`config.mk`:
```
export PLATFORM = sky130hd
export DESIGN_NAME = irrigacao_atuador
export DESIGN_NICKNAME = d
export VERILOG_FILES = /design/src/rtl/irrigacao_atuador.sv
export SDC_FILE = /design/constraint.sdc
export NUM_CORES = 1
export LEC_CHECK = 0
export ABC_CLOCK_PERIOD_IN_PS = 2370
export BUFFER_PORTS_ARGS = -buffer_cell sky130_fd_sc_hd__buf_2
export CAP_MARGIN = 40
export CORE_MARGIN = 4
export CORE_UTILIZATION = 51
export CTS_CLUSTER_DIAMETER = 80
export DETAILED_ROUTE_END_ITERATION = 10
export GPL_ROUTABILITY_DRIVEN = 0
export GPL_TIMING_DRIVEN = 1
export PLACE_DENSITY = 0.76
export SLEW_MARGIN = 20
export SYNTH_ARGS = -nofsm -noshare
export SYNTH_HDL_FRONTEND = slang
export SYNTH_SLANG_ARGS = --single-unit
```
`constraint.sdc`:
```
create_clock -name clock -period 2.37 [get_ports clock]
set_input_delay 0.1185 -clock clock [delete_from_list [all_inputs] [get_ports clock]]
set_output_delay 0.1185 -clock clock [all_outputs]
set_load 0.005 [all_outputs]
```
`src/rtl/irrigacao_atuador.sv`:
```
// Irrigation valve sequencer: serves one area at a time for a fixed on-time,
// then rests; round-robin between areas on a tie, with a 7-segment area digit.
module irrigacao_atuador #(
  parameter int ON_CYCLES   = 8,
  parameter int REST_CYCLES = 4,
  parameter int CW          = 8
) (
  input  logic       clock,
  input  logic       reset,
  input  logic [1:0] S,
  output logic [1:0] valve,
  output logic       busy,
  output logic       done,
  output logic [6:0] seg,
  output logic [1:0] o_dbg_state
);

  localparam logic [1:0] ST_IDLE   = 2'd0;
  localparam logic [1:0] ST_WATER0 = 2'd1;
  localparam logic [1:0] ST_WATER1 = 2'd2;
  localparam logic [1:0] ST_REST   = 2'd3;

  localparam logic [CW-1:0] ON_LAST   = CW'(ON_CYCLES - 1);
  localparam logic [CW-1:0] REST_LAST = CW'(REST_CYCLES - 1);
  localparam logic [CW-1:0] CNT_ONE   = CW'(1);

  localparam logic [6:0] SEG_DIGIT0 = 7'b1111110;
  localparam logic [6:0] SEG_DIGIT1 = 7'b0110000;
  localparam logic [6:0] SEG_BLANK  = 7'b0000000;

  logic [1:0]    r_state;
  logic [1:0]    w_state_nxt;
  logic [CW-1:0] r_cnt;
  logic [CW-1:0] w_cnt_nxt;
  logic          r_last;
  logic          w_last_nxt;

  logic [1:0]    r_valve;
  logic          r_busy;
  logic          r_done;
  logic [6:0]    r_seg;
  logic [1:0]    w_valve_nxt;
  logic          w_busy_nxt;
  logic          w_done_nxt;
  logic [6:0]    w_seg_nxt;

  // Requests are only looked at in IDLE; the counter is shared by WATER and REST.
  always_comb begin
    w_state_nxt = r_state;
    w_cnt_nxt   = r_cnt;
    w_last_nxt  = r_last;
    case (r_state)
      ST_IDLE: begin
        w_cnt_nxt = '0;
        case (S)
          2'b01: begin
            w_state_nxt = ST_WATER0;
            w_last_nxt  = 1'b0;
          end
          2'b10: begin
            w_state_nxt = ST_WATER1;
            w_last_nxt  = 1'b1;
          end
          2'b11: begin
            if (r_last) begin
              w_state_nxt = ST_WATER0;
              w_last_nxt  = 1'b0;
            end else begin
              w_state_nxt = ST_WATER1;
              w_last_nxt  = 1'b1;
            end
          end
          default: begin
            w_state_nxt = ST_IDLE;
          end
        endcase
      end
      ST_WATER0, ST_WATER1: begin
        if (r_cnt == ON_LAST) begin
          w_state_nxt = ST_REST;
          w_cnt_nxt   = '0;
        end else begin
          w_cnt_nxt = r_cnt + CNT_ONE;
        end
      end
      ST_REST: begin
        if (r_cnt == REST_LAST) begin
          w_state_nxt = ST_IDLE;
          w_cnt_nxt   = '0;
        end else begin
          w_cnt_nxt = r_cnt + CNT_ONE;
        end
      end
      default: begin
        w_state_nxt = ST_IDLE;
        w_cnt_nxt   = '0;
      end
    endcase
  end

  // Outputs decode the next state so they move on the same edge as the state.
  always_comb begin
    w_valve_nxt = 2'b00;
    w_seg_nxt   = SEG_BLANK;
    w_busy_nxt  = (w_state_nxt != ST_IDLE);
    w_done_nxt  = (w_state_nxt == ST_REST) && (r_state != ST_REST);
    case (w_state_nxt)
      ST_WATER0: begin
        w_valve_nxt = 2'b01;
        w_seg_nxt   = SEG_DIGIT0;
      end
      ST_WATER1: begin
        w_valve_nxt = 2'b10;
        w_seg_nxt   = SEG_DIGIT1;
      end
      default: begin
        w_valve_nxt = 2'b00;
        w_seg_nxt   = SEG_BLANK;
      end
    endcase
  end

  always_ff @(posedge clock) begin
    if (reset) begin
      r_state <= ST_IDLE;
      r_cnt   <= '0;
      r_last  <= 1'b1;
      r_valve <= 2'b00;
      r_busy  <= 1'b0;
      r_done  <= 1'b0;
      r_seg   <= SEG_BLANK;
    end else begin
      r_state <= w_state_nxt;
      r_cnt   <= w_cnt_nxt;
      r_last  <= w_last_nxt;
      r_valve <= w_valve_nxt;
      r_busy  <= w_busy_nxt;
      r_done  <= w_done_nxt;
      r_seg   <= w_seg_nxt;
    end
  end

  assign valve       = r_valve;
  assign busy        = r_busy;
  assign done        = r_done;
  assign seg         = r_seg;
  assign o_dbg_state = r_state;

endmodule
```
* Yosys cells after proc, flatten, opt, wreduce, memory -nomap -nowiden
Cells that the tools add are included.
Storage, ports and cells: input port bits 4, register bits 22, output and inout port bits 13, logic and storage cells 38
Cells by class: add/subtract/negate cells 1, muxes and demuxes 12, eq/ne operators 12, reductions and logical operators 6
Operators with widths (count):
- one-hot mux 8 bit (3 select lines) | 1
- two-way mux 8 bit | 2
- one-hot mux 7 bit (2 select lines) | 1
- equality test 2 bit, second input constant | 6
- one-hot mux 2 bit (3 select lines) | 2
- adder 8 x 1 -> 8 bit, second input constant | 1
- equality test 8 x 2 -> 1 bit, second input constant | 1
- equality test 8 x 3 -> 1 bit, second input constant | 1
- equality test 2 x 1 -> 1 bit, second input constant | 3
- two-way mux 2 bit | 3
- one-hot mux 2 bit (2 select lines) | 1
- one-hot mux 1 bit (3 select lines) | 1
- nonzero test 3 bit | 1
- logical NOT 2 bit | 1
- inequality test 2 bit, second input constant | 1
- AND reduction 2 bit | 1
- nonzero test 2 bit | 1
- OR reduction 2 bit | 1
- logical AND 1 bit | 1
- two-way mux 1 bit | 1

* Longest topological paths before layout
Gate-level depths: netlist of the first run.
word-level depth 5, gate-level depth with buffers 8, mapped depth without buffers 8

* Worst setup path after synthesis of the first run
No wires, ideal clock.
path kind reg2reg, from register r_cnt[0], to register r_seg[5] (netlist: seg[5]), arrival time 1.927 ns, clock period less this slack 2.053 ns, slack 0.317 ns, data required time 2.244 ns, path buffers 0, stages on the path, launching flop included 8, setup time 0.126 ns, path through dfxtp_1 > ha_1 > or4b_1 > o21a_1 > o221ai_1 > and2_1 > ha_1 > nor2b_1
Between the ends: cells in the longest elaborated chain, start to end 5, elaborated cells on any way between the ends 8, classes of those cells 4 x eq/ne; 4 x mux
Ends and longest elaborated chain:
- start: declaration | RTL line 33 | logic [CW-1:0] r_cnt;
- start signal: assignment | RTL line 134 | r_cnt <= w_cnt_nxt;
- equality test 8 x 2 -> 1 bit / equality test 8 x 3 -> 1 bit (equally long branches) | RTL line 87, 79
- two-way mux 2 bit (on tied branches) | RTL line 87, 79
- one-hot mux 2 bit (3 select lines) * | RTL line 52 | case (r_state)
- equality test 2 bit / equality test 2 x 1 -> 1 bit (equally long branches) | RTL line 107 | case (w_state_nxt)
- one-hot mux 7 bit (2 select lines) * | RTL line 107
- end signal: assignment | RTL line 139 | r_seg <= w_seg_nxt;
- end: declaration | RTL line 41 | logic [6:0] r_seg;
Every way passes the cells marked *; elsewhere a longest branch is shown, timed or not. A chain may end at the register's enable or synchronous reset.

* Worst setup path in the final report of the first run
from register r_state[0] (netlist: o_dbg_state[0]), to register r_seg[5] (netlist: seg[5])
Between the ends: cells in the longest elaborated chain, start to end 5, elaborated cells on any way between the ends 11, classes of those cells 5 x eq/ne; 4 x mux; 2 x reduce/logical
Ends and longest elaborated chain:
- start: declaration | RTL line 31 | logic [1:0] r_state;
- start signal: assignment | RTL line 133 | r_state <= w_state_nxt;
- equality test 2 x 1 -> 1 bit / equality test 2 bit (equally long branches) | RTL line 52
- OR reduction 2 bit | RTL line 52
- one-hot mux 2 bit (3 select lines) * | RTL line 52
- equality test 2 bit / equality test 2 x 1 -> 1 bit (equally long branches) | RTL line 107
- one-hot mux 7 bit (2 select lines) * | RTL line 107
Marks and branches as above.

==> results of run 1 <==
==> through the flow <==
stage / util (%) / cells / cell area (um^2)
finish: 63.35 / 113 / 875.8
global route: 63.35 / 113 / 875.8
CTS: 62.90 / 113 / 869.6
detailed placement: 60.27 / 109 / 833.3
global placement: 60.27 / 109 / 833.3
floorplan: - / 86 / 792.0
==> layer usage <==
| layer | wire length, um | vias to the layer above | track usage [%] |
|---|---|---|---|
| met5 | 0 | - | 0 |
| met4 | 10 | 0 | 6.630 |
| met3 | 96 | 2 | 3.831 |
| met2 | 590 | 17 | 20.05 |
| met1 | 657 | 269 | 18.95 |
| li1 | - | 306 | - |
==> final timing paths <==
kind | start | endpoint | depth (start not counted)
worst max register to register | o_dbg_state[0] | seg[5] | 8
worst min-delay path | reset | busy | 2
worst min register to register | r_cnt[0] | r_cnt[0] | 1
worst max-delay path | o_dbg_state[0] | seg[5] | 8
==> registers in the layout, indices dropped and copies added, names as in the netlist <==
register	flops
done	1
busy	1
r_cnt	8
o_dbg_state	2
valve	2
seg	1
r_last	1
==> layout make-up <==
cell class	count	area, um^2
well taps	15	18.77
fillers	125	506.7
multi-input cells	57	399.1
inverters	5	18.77
clock buffers	4	36.28
repair buffers	16	82.58
flip-flops and latches	16	320.3
==> repair_timing <==
item / 4_1_cts / 5_1_grt
endpoints found under the setup margin: 0 / 1
hold endpoints to repair: 0 / 0
gates resized for setup: 0 / 1
==> critical path, cell delays in order, from the launching register on <==
cell      delay [ns]
dfxtp_1         0.39
inv_1           0.06
ha_1            0.37
nand3_1         0.12
nor4_2          0.21
o221ai_1        0.22
and2_1          0.22
ha_1            0.29
nor2b_1         0.12
==> cells in the final DEF (no fill, tap or decap), types with 2 or more instances in the layout <==
master / count
and2_1: 2
nand3_1: 6
buf_2: 15
dfxtp_1: 16
a21oi_1: 3
o221ai_1: 2
nor2b_1: 3
xor2_1: 5
clkbuf_4: 3
nor2_1: 9
inv_1: 5
nand2_1: 3
ha_1: 7
==> power by group <==
| group | switching, mW | internal [mW] |
|---|---|---|
| clock network | 0.0909 | 0.0935 |
| registers | 0.00735 | 0.281 |
| logic | 0.0374 | 0.0323 |
| total | 0.136 | 0.406 |
==> kinds of logic after synthesis <==
kind of cell | after synthesis
and+or+nand+nor | 31
AOI/OAI and AO/OA | 11
other | 1
muxes | 1
adders and majority gates | 7
DFF | 16
buffers and inverters | 13
xor gates and xnor gates | 6
==> out/metrics.yaml, run 1 <==
required_ns: 2.56
timing.fmax_ghz: 0.4772
synth_cells: 86
synth.yosys.warnings: 0
power.density_nw_per_um2: 619.0
hold_slack_ns: 0.08887
drt-vias-per-instance: 5.257
clock_sink_count: 16
maxCapViolations: 0
rsz0062_at_grt: "false"
synthTopCellsByArea: "dfxtp_1 (40%), ha_1 (11%), buf_4 (5.7%)"
core_area_um2: 1383
synth_top_area_share_pct: 40.44
antenna_found_initial: 0
grt_max_degree: 10
drt.antenna.violating_nets: 0
ys_top_cells_by_count: "dfxtp_1 (16), nor2_1 (9), ha_1 (7), buf_4 (6), nand3_1 (6)"
holdBufCountCts: 0
avgSynthCellArea_um2: 9.209
crit_path_start_kind: "flop"
ys_seq_area_share_pct: 40.44
status: "finished, final reports clean"
dp_hpwl_mm: 1.037
timing.final.crit_period_ns: 2.096
dieArea_um2: 2247
cts_setup_buffers: 0
crit_type: "reg -> reg"
ioPinCount: 17
synth_fa_ha_area_share_pct: 11.06
crit_fanout: 6
area_growth_pct: 10.58
firstDrtPassIters: 4
drive_gt1_share_pct: 24.49
ys_seq_elements: 16
ys_async_sr_fraction_pct: 0
finalCritPeriodShare_pct: 88.42
diodes: 0
grt_pass1_vias: 504
power.leakage_nw: 0.4304
ys.flop_type: "dfxtp_1"
finalWirelength_mm: 1.355
start_util_pct: 57.29
skew_ns: 0.002364
synth_xor_area_share_pct: 6.635
synthSimpleGateAreaFrac_pct: 20.38
reg2reg_slack_ns: 0.27
cts_buffers: 3
wire_per_inst_um: 11.99
grt_pass1_wl_mm: 2.180
num_vias: 594
setup_ws_ns: 0.2744
vdd_drop_max_mv: 0.3732
total_power_mw: 0.5421
clock_latency_ns: 0.29
rows: 13
die_width_um: 47.41
setup_viol: 0
synth_edf_count: 0
synth_most_common_cell: "dfxtp_1"
first_iter_violations: 10
die_h_um: 47.41
clock_path_buffers: 2
port_buffers: 15
dp_slack_ns: 0.2280
arrival_ns: 2.28
setup_tns_ns: 0
grt_usage_pct: 13.91
clk_pin_slew_ns: 0.10
cts_root_buf: "clkbuf_4"
maxSlewViolCount: 0
synth_compound_gate_area_share_pct: 9.795
min_path_type: "in -> reg"
synth_top_family_by_area: "simple AND/OR/NAND/NOR gates"
hold_viol: 0
yosys.area.top_type: "dfxtp_1"
synth_nets: 97
cp-end-kind: "flop"
synthDistinctLibCells: 31
final_nets: 110
synth_area_um2: 792.0
drcViolationCount: 0
grt-ovfl-total: 0
cts_tree: "yes"
synth_mux_area_share_pct: 1.264
cts_max_level: 1
(Power assumes the default switching activity.)
==> run 2, diff against run 1 <==
Settings changed: ABC_CLOCK_PERIOD_IN_PS 2370 to 2400, PLACE_DENSITY 0.76 to 0.75.
Clock period 2.37 ns to 2.4 ns, I/O delays scaled along.
==> out/metrics.yaml, run 2 (synthesis results as in run 1) <==
rows: 13  # unchanged
setup_viol: 0  # unchanged
grt_max_degree: 10  # unchanged
clk_pin_slew_ns: 0.10  # about the same
start_util_pct: 57.29  # unchanged
cts_tree: "yes"  # unchanged
critical-path-top-delay-family: "simple AND/OR/NAND/NOR gates"  # unchanged
grt_pass1_vias: 536  # was 504
num_vias: 596  # was 594
drive_gt1_share_pct: 24.49  # unchanged
vdd_drop_max_mv: 0.3504  # was 0.3732 mV
pwr-share-clk_pct: 33.8  # was 34.0%
cp_cell_sequence: "inv_1, ha_1, nand3_1, nor4_2, o221ai_1, and2_1, ha_1, nor2b_1"  # unchanged
top_register: "r_cnt"  # unchanged
crit_type: "reg -> reg"  # unchanged
skew_ns: 0.004475  # was 0.002364 ns
stdcell_count: 113  # unchanged
min_path_type: "in -> reg"  # unchanged
firstDrtPassIters: 4  # unchanged
finalWirelength_mm: 1.391  # was 1.355 mm
swShare_pct: 24.98  # was 25.02%
cts_max_level: 1  # unchanged
total_power_mw: 0.5360  # was 0.5421 mW
cts_buffers: 3  # unchanged
power.leakage_nw: 0.4304  # unchanged
arrival_ns: 2.32  # was 2.28 ns
drt-vias-per-instance: 5.274  # was 5.257
comb_power_share_pct: 13.1  # was 12.9%
crit_fanout: 6  # unchanged
final_common_cell: "dfxtp_1"  # unchanged
hold_start: "reset"  # unchanged
final_nets: 110  # unchanged
power.density_nw_per_um2: 612.0  # was 619.0 nW/um^2
internal_power_mw: 0.4021  # was 0.4065 mW
dp_slack_ns: 0.2222  # was 0.2280 ns
dieArea_um2: 2247  # unchanged
crit_top_cell: "ha_1"  # unchanged
ioPinCount: 17  # unchanged
dpl.cell_count: 109  # unchanged
fin_area_um2: 875.8  # unchanged
cp_slowest_stage_delay_ns: 0.40  # was 0.39 ns
cts_root_buf: "clkbuf_4"  # unchanged
timing.fmax_ghz: 0.4709  # was 0.4772 GHz
rsz0062_at_grt: "false"  # unchanged
timing.rr.start: "o_dbg_state[0]"  # unchanged
switchingPower_mw: 0.1339  # was 0.1356 mW
die_width_um: 47.41  # unchanged
cp-end-kind: "flop"  # unchanged
dp_hpwl_mm: 1.065  # was 1.037 mm
diodes: 0  # unchanged
slowest_stage: "dfxtp_1"  # unchanged
area_growth_pct: 10.58  # unchanged
required_ns: 2.59  # was 2.56 ns
port_buffers: 15  # unchanged
maxSlewViolCount: 0  # unchanged
setup_tns_ns: 0  # unchanged
timing.final.crit_period_ns: 2.124  # was 2.096 ns
path_buf_inv: 1  # unchanged
die_h_um: 47.41  # unchanged
maxCapViolations: 0  # unchanged
critPathLaunch: "o_dbg_state[0]"  # unchanged
antenna_found_initial: 0  # unchanged
clock_latency_ns: 0.29  # about the same
grt-ovfl-total: 0  # unchanged
wire_per_inst_um: 12.31  # was 11.99 um
largest_reg_flops: 8  # unchanged
cts_setup_buffers: 0  # unchanged
postPlaceCellArea_um2: 833.3  # unchanged
drt.antenna.violating_nets: 0  # unchanged
crit_path_start_kind: "flop"  # unchanged
finalCritPeriodShare_pct: 88.49  # was 88.42%
first_iter_violations: 2  # was 10
grt_pass1_wl_mm: 2.270  # was 2.180 mm
grt_usage_pct: 15.00  # was 13.91%
hold_viol: 0  # unchanged
clock_path_buffers: 2  # unchanged
clock_sink_count: 16  # unchanged
drcViolationCount: 0  # unchanged
setup_ws_ns: 0.2762  # was 0.2744 ns
core_area_um2: 1383  # unchanged
status: "finished, final reports clean"  # unchanged
share_seq_of_total_power_pct: 53.1  # about the same
layout_common_cells: "dfxtp_1 (16), buf_2 (15), nor2_1 (9)"  # unchanged
==> run 2: path summary, 6_finish.rpt <==
check	endpoint	slack [ns]	depth (start not counted)
worst min register to register	r_cnt[0]	0.45	1
worst min-delay path	busy	0.08	2
worst max-delay path	seg[5]	0.28	8
worst max register to register	seg[5]	0.28	8
==> run 2: repair_timing <==
item | 4_1_cts | 5_1_grt
hold buffers | 0 | 0
hold endpoints to repair | 0 | 0
endpoints found under the setup margin | 0 | 1
resized for setup | 0 | 1
==> run 2: per-layer routing <==
layer / up-vias / share of wire [%] / GRT usage (%) / routed length, um
met5: - / 0 / 0 / 0
met4: 0 / 3.1 / 11.60 / 43
met3: 5 / 7.0 / 3.448 / 97
met2: 18 / 44 / 22.19 / 616
met1: 267 / 46 / 18.54 / 633
li1: 306 / - / - / -
==> run 2: worst register-to-register path, cell delays in order (launching register included) <==
cell and delay [ns]:
dfxtp_1 0.40, inv_1 0.07, ha_1 0.36, nand3_1 0.11, nor4_2 0.19, o221ai_1 0.22, and2_1 0.23, ha_1 0.30
nor2b_1 0.14
==> run 2: per-stage QoR <==
step,hold WS [ns],utilization [%]
3_3_place_gp,0.3943,60.27
3_5_place_dp,0.3996,60.27
5_1_grt,0.08616,63.35
2_1_floorplan,0.3217,-
4_1_cts,0.07622,62.90
6_report,0.08357,63.35
==> run 2: final cells by class <==
cell class | instances | area, um^2
fill | 119 | 506.7
timing repair buffer | 16 | 82.58
tap | 15 | 18.77
multi-input combinational | 57 | 399.1
sequential | 16 | 320.3
inverter | 5 | 18.77
clock buffer | 4 | 36.28
==> run 2: power by group through the flow <==
stage | Sequential, mW | Combinational (mW) | Clock, mW
2_1_floorplan | 0.291 | 0.0509 | 0
3_3_place_gp | 0.290 | 0.0664 | 0
3_5_place_dp | 0.291 | 0.0703 | 0
4_1_cts | 0.285 | 0.0706 | 0.190
5_1_grt | 0.287 | 0.0793 | 0.205
6_report | 0.285 | 0.0703 | 0.181
